===== config.mk =====
export PLATFORM = sky130hd
export DESIGN_NAME = p2p_status_counters
export DESIGN_NICKNAME = d
export VERILOG_FILES = /design/src/rtl/cfg_reg_pkg.sv /design/src/rtl/p2p_stat_counter.sv /design/src/rtl/p2p_status_counters.sv
export SDC_FILE = /design/constraint.sdc
export NUM_CORES = 1
export LEC_CHECK = 0
export CORE_MARGIN = 1
export CORE_UTILIZATION = 35
export CTS_CLUSTER_SIZE = 30
export DETAILED_ROUTE_END_ITERATION = 6
export PLACE_DENSITY = 0.5
export SYNTH_ARGS = -nofsm -noshare
export SYNTH_HDL_FRONTEND = slang
export SYNTH_HIERARCHICAL = 1
export SYNTH_SLANG_ARGS = --single-unit

===== constraint.sdc =====
create_clock -name axis_aclk -period 4.5 [get_ports axis_aclk]
set_input_delay 0.675 -clock axis_aclk [delete_from_list [all_inputs] [get_ports axis_aclk]]
set_output_delay 0.675 -clock axis_aclk [all_outputs]
set_load 0.05 [all_outputs]

===== src/rtl/cfg_reg_pkg.sv =====
// rtl/cfg_reg_pkg.sv - register-map types shared by the P2P filter status path
package cfg_reg_pkg;

   parameter int STAT_CNT_W = 32;

   // One packet decision from the filter match logic
   typedef struct packed {
      logic valid;
      logic rule0_hit;
      logic rule1_hit;
      logic drop;
   } stat_evt_t;

   // Snapshot seen by the register slave; every field is a zero-extended counter
   typedef struct packed {
      logic [31:0] drop_cnt;
      logic [31:0] rule1_cnt;
      logic [31:0] rule0_cnt;
      logic [31:0] total_cnt;
   } status_reg_t;

   typedef enum logic [1:0] {IDLE, CAPTURE, ACK, WAIT_LOW} snap_state_t;

endpackage


===== src/rtl/p2p_stat_counter.sv =====
// rtl/p2p_stat_counter.sv - single event counter with clear and wrap or saturate (P2P_STAT_SATURATE_EN)
module p2p_stat_counter #(
   parameter int CNT_W = 32
) (
   input  logic             clk_i,
   input  logic             rst_ni,
   input  logic             inc_i,
   input  logic             clr_i,
   output logic [CNT_W-1:0] count_o,
   output logic [CNT_W-1:0] count_next_o
);

   logic [CNT_W-1:0] count_q;
   logic [CNT_W-1:0] count_d;
   logic [CNT_W-1:0] inc_ext;

   assign inc_ext = {{(CNT_W-1){1'b0}}, inc_i};

`ifdef P2P_STAT_SATURATE_EN
   // Next value including this cycle's increment, pinned at all-ones
   always_comb begin
      count_d = count_q;
      if (count_q != {CNT_W{1'b1}}) begin
         count_d = count_q + inc_ext;
      end
   end
`else
   // Next value including this cycle's increment, modulo 2^CNT_W
   always_comb begin
      count_d = count_q + inc_ext;
   end
`endif

   // Clear wins over the increment; the caller snapshots count_next_o on that edge
   always_ff @(posedge clk_i or negedge rst_ni) begin
      if (!rst_ni) begin
         count_q <= '0;
      end else if (clr_i) begin
         count_q <= '0;
      end else begin
         count_q <= count_d;
      end
   end

   assign count_o      = count_q;
   assign count_next_o = count_d;

endmodule


===== src/rtl/p2p_status_counters.sv =====
// rtl/p2p_status_counters.sv - P2P filter decision counters with coherent snapshot handshake (P2P_STAT_SATURATE_EN selects saturation)
import cfg_reg_pkg::*;

module p2p_status_counters #(
   parameter int CNT_W    = STAT_CNT_W,
   parameter int EVT_PIPE = 1
) (
   input  logic        axis_aclk,
   input  logic        axis_aresetn,
   input  logic        evt_valid,
   input  logic        evt_rule0_hit,
   input  logic        evt_rule1_hit,
   input  logic        evt_drop,
   input  logic        snap_req,
   input  logic        snap_clr,
   output logic        snap_ack,
   output status_reg_t status_o
);

   stat_evt_t        evt_in;
   stat_evt_t        evt_cnt;
   logic [3:0]       inc;
   logic             cnt_clr;
   logic [CNT_W-1:0] cnt_q    [4];
   logic [CNT_W-1:0] cnt_next [4];

   snap_state_t      state_q;
   logic             clr_q;
   logic             ack_q;
   status_reg_t      status_q;

   assign evt_in = '{valid: evt_valid, rule0_hit: evt_rule0_hit,
                     rule1_hit: evt_rule1_hit, drop: evt_drop};

   generate
      if (EVT_PIPE == 1) begin : g_pipe
         stat_evt_t evt_q;
         // Retime the event bus once before it fans out to the counters
         always_ff @(posedge axis_aclk or negedge axis_aresetn) begin
            if (!axis_aresetn) begin
               evt_q <= '0;
            end else begin
               evt_q <= evt_in;
            end
         end
         assign evt_cnt = evt_q;
      end else begin : g_nopipe
         assign evt_cnt = evt_in;
      end
   endgenerate

   // Index 0 total, 1 rule0, 2 rule1, 3 drop; flags only count on a valid event
   assign inc = {evt_cnt.drop, evt_cnt.rule1_hit, evt_cnt.rule0_hit, 1'b1}
                & {4{evt_cnt.valid}};

   // Clearing on the capture edge moves the coincident event into the snapshot only
   assign cnt_clr = (state_q == CAPTURE) && clr_q;

   generate
      for (genvar i = 0; i < 4; i++) begin : g_cnt
         p2p_stat_counter #(.CNT_W(CNT_W)) u_cnt (
            .clk_i        (axis_aclk),
            .rst_ni       (axis_aresetn),
            .inc_i        (inc[i]),
            .clr_i        (cnt_clr),
            .count_o      (cnt_q[i]),
            .count_next_o (cnt_next[i])
         );
      end
   endgenerate

   logic unused_cnt;
   assign unused_cnt = ^{cnt_q[0], cnt_q[1], cnt_q[2], cnt_q[3]};

   // Snapshot handshake: capture all fields on one edge, pulse ack, wait for request release
   always_ff @(posedge axis_aclk or negedge axis_aresetn) begin
      if (!axis_aresetn) begin
         state_q  <= IDLE;
         clr_q    <= 1'b0;
         ack_q    <= 1'b0;
         status_q <= '0;
      end else begin
         ack_q <= 1'b0;
         case (state_q)
            IDLE: begin
               if (snap_req) begin
                  state_q <= CAPTURE;
                  clr_q   <= snap_clr;
               end
            end
            CAPTURE: begin
               status_q.total_cnt <= 32'(cnt_next[0]);
               status_q.rule0_cnt <= 32'(cnt_next[1]);
               status_q.rule1_cnt <= 32'(cnt_next[2]);
               status_q.drop_cnt  <= 32'(cnt_next[3]);
               ack_q   <= 1'b1;
               state_q <= ACK;
            end
            ACK: begin
               state_q <= WAIT_LOW;
            end
            WAIT_LOW: begin
               if (!snap_req) begin
                  state_q <= IDLE;
               end
            end
            default: begin
               state_q <= IDLE;
            end
         endcase
      end
   end

   assign snap_ack = ack_q;
   assign status_o = status_q;

endmodule


# == Yosys cells after proc, flatten, opt, wreduce, memory -nomap -nowiden ==
# Cells that the tools add are included.
# totals
reg_bits,264
in_bits,8
wordCells,37
# classes
n_addsub,4
n_eq_ne,5
n_mux,8
bitwise_logic,1
n_reduce_logical,4
# op_table
cell,n
$add 32x1->32,4
$mux 32,4
$pmux 2 s4,1
$and 4x4->4,1
$eq 2x2->1 const B,2
$mux 2,2
$ne 2x2->1 const B,2
$reduce_and 2->1,2
$eq 2x1->1 const B,1
$logic_not 2->1,1
$logic_and 1x1->1,1
$mux 1,1

# == Longest topological paths before layout ==
# depth
depth_word,3
mapped_depth,8

# == Hierarchy ==
# The synthesis kept the hierarchy.
# by_module_without_submodules
mod,instances,cells_each,area_per_inst_um2,seq_area_each_um2
p2p_stat_counter,4,197,1923.1,800.8
p2p_status_counters,1,296,5153.7,3403.3

# == Least setup slack after synthesis ==
# Ideal clock, no wire load.
# synth_timing
path_kind,flip-flop to flip-flop
start,register state_q[1]
end,register g_cnt[0].u_cnt.count_q[11]
setup_ns,0.134
t_arrival_ns,2.238
required_ns,4.366
slack_ns,2.128
path_stages_with_launch,9
period_less_slack_ns,2.372
cell_sequence,dfrtp_1 > inv_1 > ha_1 > buf_6 > buf_6 > and2_1 > clkbuf_1 > clkbuf_1 > nor2b_1
# synth_between
elab_chain_cells,3
# synth_lines
element,line,rtl
start: declaration,p2p_status_counters.sv:27,snap_state_t state_q;
start signal: assignment,p2p_status_counters.sv:78,state_q <= IDLE;
start signal: assignment,p2p_status_counters.sv:87,state_q <= CAPTURE;
start signal: assignment,p2p_status_counters.sv:97,state_q <= ACK;
$eq 2x1->1,p2p_status_counters.sv:57,assign cnt_clr = (state_q == CAPTURE) && clr_q;
$logic_and 1x1->1,p2p_status_counters.sv:57,
named net cnt_clr,p2p_status_counters.sv:23,logic cnt_clr;
$mux 32,p2p_stat_counter.sv:38,end else if (clr_i) begin
end signal: assignment,p2p_stat_counter.sv:41,count_q <= count_d;
end: declaration,p2p_stat_counter.sv:13,logic [CNT_W-1:0] count_q;
# The timed path passes the listed nets, and every way through them passes these cells.
# A chain may end at the register's enable or synchronous reset.

# == Worst setup path in the final report ==
# layout_timing
start,register state_q[1]
end,register g_cnt[2].u_cnt.count_q[29]
# layout_between
elab_chain_cells,3
# layout_lines
element,line
$eq 2x1->1,p2p_status_counters.sv:57
$logic_and 1x1->1,p2p_status_counters.sv:57
named net cnt_clr,p2p_status_counters.sv:23
$mux 32,p2p_stat_counter.sv:38
end signal: assignment,p2p_stat_counter.sv:41
end: declaration,p2p_stat_counter.sv:13
# The timed path passes the listed nets, and every way through them passes these cells.

==> impl_results.md <==
- Outcome: complete, no violations
- Post-Place Setup Slack: 1630 ps
- Setup Viol. Count Final: 0
- Number of buffers added on ports: ~140
- DR iter-0 viols: 255
- Fin crit share: 62.7%
- Core Region: 0.0358 mm2
- Critical path startpoint category: flop
- Worst slew pin tran: 880 ps
- Critical path peak fanout: 78
- Num CTS Buffers: 31
- TritonRoute pass-1 iters: 5
- Main combinational cell family by area after synthesis: simple AND/OR/NAND/NOR gates
- Cell area after synthesis: between 0.01 and 0.015 mm2
- Clk_lat worst skew: 570 ps
- FFs w/ async S/R, synth: between 90% and 100%
- PnR worst setup slack: approximately 1700 ps
- Post-synth EDFFs: 0
- Via Count: 8,447
- Die height: 194 um
- Max-Cap Viols: 0
- Total negative slack: 0 ps
- Routed Antenna Nets: 0
- Lkg Pwr: ~0.0071 uW
- Placer Congestion: between 0.7 and 0.8
- Syn-to-layout area delta: 21.9%
- Cell Chain, Critical Path: inv_1, ha_4, and2_4, buf_12, nor2b_1, mux2_1
- Min-Delay Path Class: in2async
- Synth cell types: 35
- Final min period: roughly 2800 ps
- Placed Instances: approximately 1,700
- N_diodes: 0
- Clk pin slew, worst setup/hold paths: 60 ps
- Final slew viol count: 0
- Peak supply drop: around 380 uV
- Post-synthesis simple-gate area fraction: a little over 20%
- Num rows: 69
- Rel. slew slack: 41.3%
- Fmax: roughly 0.35 GHz
- Starting Density: 35.9%
- CP Capture Type: flop
- Final Hold Fails: 0
- Setup Fix Bufs, Post-CTS: 0
- Ys Warns: 6
- Hpwl dp: ~19,000 um
- Post-Syn Area per Cell: roughly 12 um2
- RSZ-0062 raised after global routing: false
- CTS Hold Bufs: 0
- Avg WL per Cell: around 16 um
- Post-Route WL: 27,700 um
- GR Util met3: ~3%
- Ports: 137
- H-tree depth: 1
- Top-count cell post-synth: dfrtp_1
- Predominant post-synthesis flop cell: dfrtp_1
- Slowest cell on the critical path: ha_4
- Clk sinks: 264
- Mux cell area share after synthesis: 15.4%
- WP data required: 4950 ps
- Worst hold margin: 202 ps
- PwrDens: about 420 mW/mm2
- Nets: 1,244
- Via-per-instance ratio: between 4 and 5
- Post_cts resized: 0
- M2 GR Usage: 23.5%
- Largest net degree at the start of global routing: 112
- Post-route DRC: 0
- Initial antenna violation count: 0
- Grt peak-use layer: met2
- Adder-Cell Fraction of Synth Area: 1.36%
- Slowest stage delay, CP: 700 ps
- GRT Resource Usage Total: 15.1%
- Congestion Overflow GR: 0
- Die footprint: 0.0375 mm2
- FF+latch count, synth: 264
- Yosys top cell area share: around half
- Top cells by count, synth: dfrtp_1 (264), mux2_2 (138), nor2b_1 (96), xnor2_1 (76), nor2_1 (73)
- Cell family with most CP delay: adder cells
- Post-Synth XOR/XNOR Area: under 10%
- Met1 Use GR: 21.3%
- Largest area contributor in the netlist: dfrtp_1
- First-pass GRT wire length: 46,700 um
- Syn Inst Count: 1,084
- Worst Skew: 10.2 ps
- TritonCTS clock tree: yes
- Seq/Total Area, Yosys: approximately 51%
- Tot Pwr: between 6000 and 7000 uW
- Vias in the first global route: about 8,600
- CP bufs+invs: 2
- Root Buffer Master: clkbuf_16
- Ratio of cells with drive above 1 in the final layout: 18.5%
- Die W: 194 um
- Synth Area in Compound Gates: under 10%
- Fin cells: 1,706
- Worst EP arrival: 3270 ps
- Synth top area cells: dfrtp_1 (51%), mux2_2 (12%), xnor2_1 (5.2%)
- Buffer depth of the longest clock path: 3
- Synth Net Count: 1,106
- WS Path Type: reg2reg
state kept, by name (all words and copies together), names as in the netlist:
signal	count
clr_q	1
evt_cnt	4
g_cnt.u_cnt/count_o	128
snap_ack	1
state_q	2
status_o	128
where the power goes:
part / switching [uW] / total, uW / internal (uW)
clock network: 974 / 2440 / 1470
logic: 918 / 1490 / 571
registers: 160 / 2700 / 2540
total: 2050 / 6630 / 4580
metal layers:
metal / vias to the layer above / wire, um
met1: 4180 / 13600
met3: 32 / 1220
met5: - / 0
met2: 116 / 12300
li1: 4119 / -
met4: 0 / 542
path summary, 6_finish.rpt:
kind                            slack, ps                         end          from  cells past startpoint
max in group asynchronous            3310                status_o[47]  axis_aresetn                      2
worst max-delay path                 1680  g_cnt[2].u_cnt/count_o[29]    state_q[1]                      6
min in group axis_aclk                500                status_o[93]  status_o[93]                      1
worst min register to register        500                status_o[93]  status_o[93]                      1
worst min-delay path                  200  g_cnt[2].u_cnt/count_o[16]  axis_aresetn                      1
worst max register to register       1680  g_cnt[2].u_cnt/count_o[29]    state_q[1]                      6
layout by cell type (no fill, tap or decap), types with 16 or more instances in the layout:
cell type        Yosys  final
xnor2_1             76     76
and4_1              24     24
nand4_1             40     40
and3_1              16     16
dfrtp_1            264    264
nand3_1             48     48
a21oi_1             24     24
nor2_1              73     73
clkdlybuf4s50_1      0    135
mux2_2             138    138
mux2_1              36     36
nand2_1             57     57
clkbuf_16            0     31
nor2b_1             96     96
xor2_1              20     20
per-stage QoR:
step                      cell area, um2  util (%)
final                              15700      43.7
after global placement             14700      40.9
after floorplan                    12800         -
after detailed placement           14700      40.9
after CTS                          15700      43.7
after global routing               15700      43.7
cell type report:
cell class / instances / area, um2
well taps: 461 / 577
multi-input cells: 768 / 5960
clock inverters: 6 / 58.8
fillers: 3369 / 20200
flip-flops and latches: 264 / 6610
inverters: 14 / 52.6
clock buffers: 50 / 937
repair buffers: 143 / 1470
worst reg2reg max path, cell delays in order (launching register included):
cell and delay (ps):
dfrtp_1 400, inv_1 160, ha_4 700, and2_4 600, buf_12 370, nor2b_1 170, mux2_1 300
cells by family (layout without fill, tap and decap cells):
group | count (synthesis) | in the layout
buffers and inverters | 52 | 213
and+or+nand+nor | 426 | 426
muxes | 176 | 176
xor gates and xnor gates | 96 | 96
DFF | 264 | 264
AOI/OAI and AO/OA | 56 | 56
adders and majority gates | 14 | 14
Power figures use the tool's default switching activity.
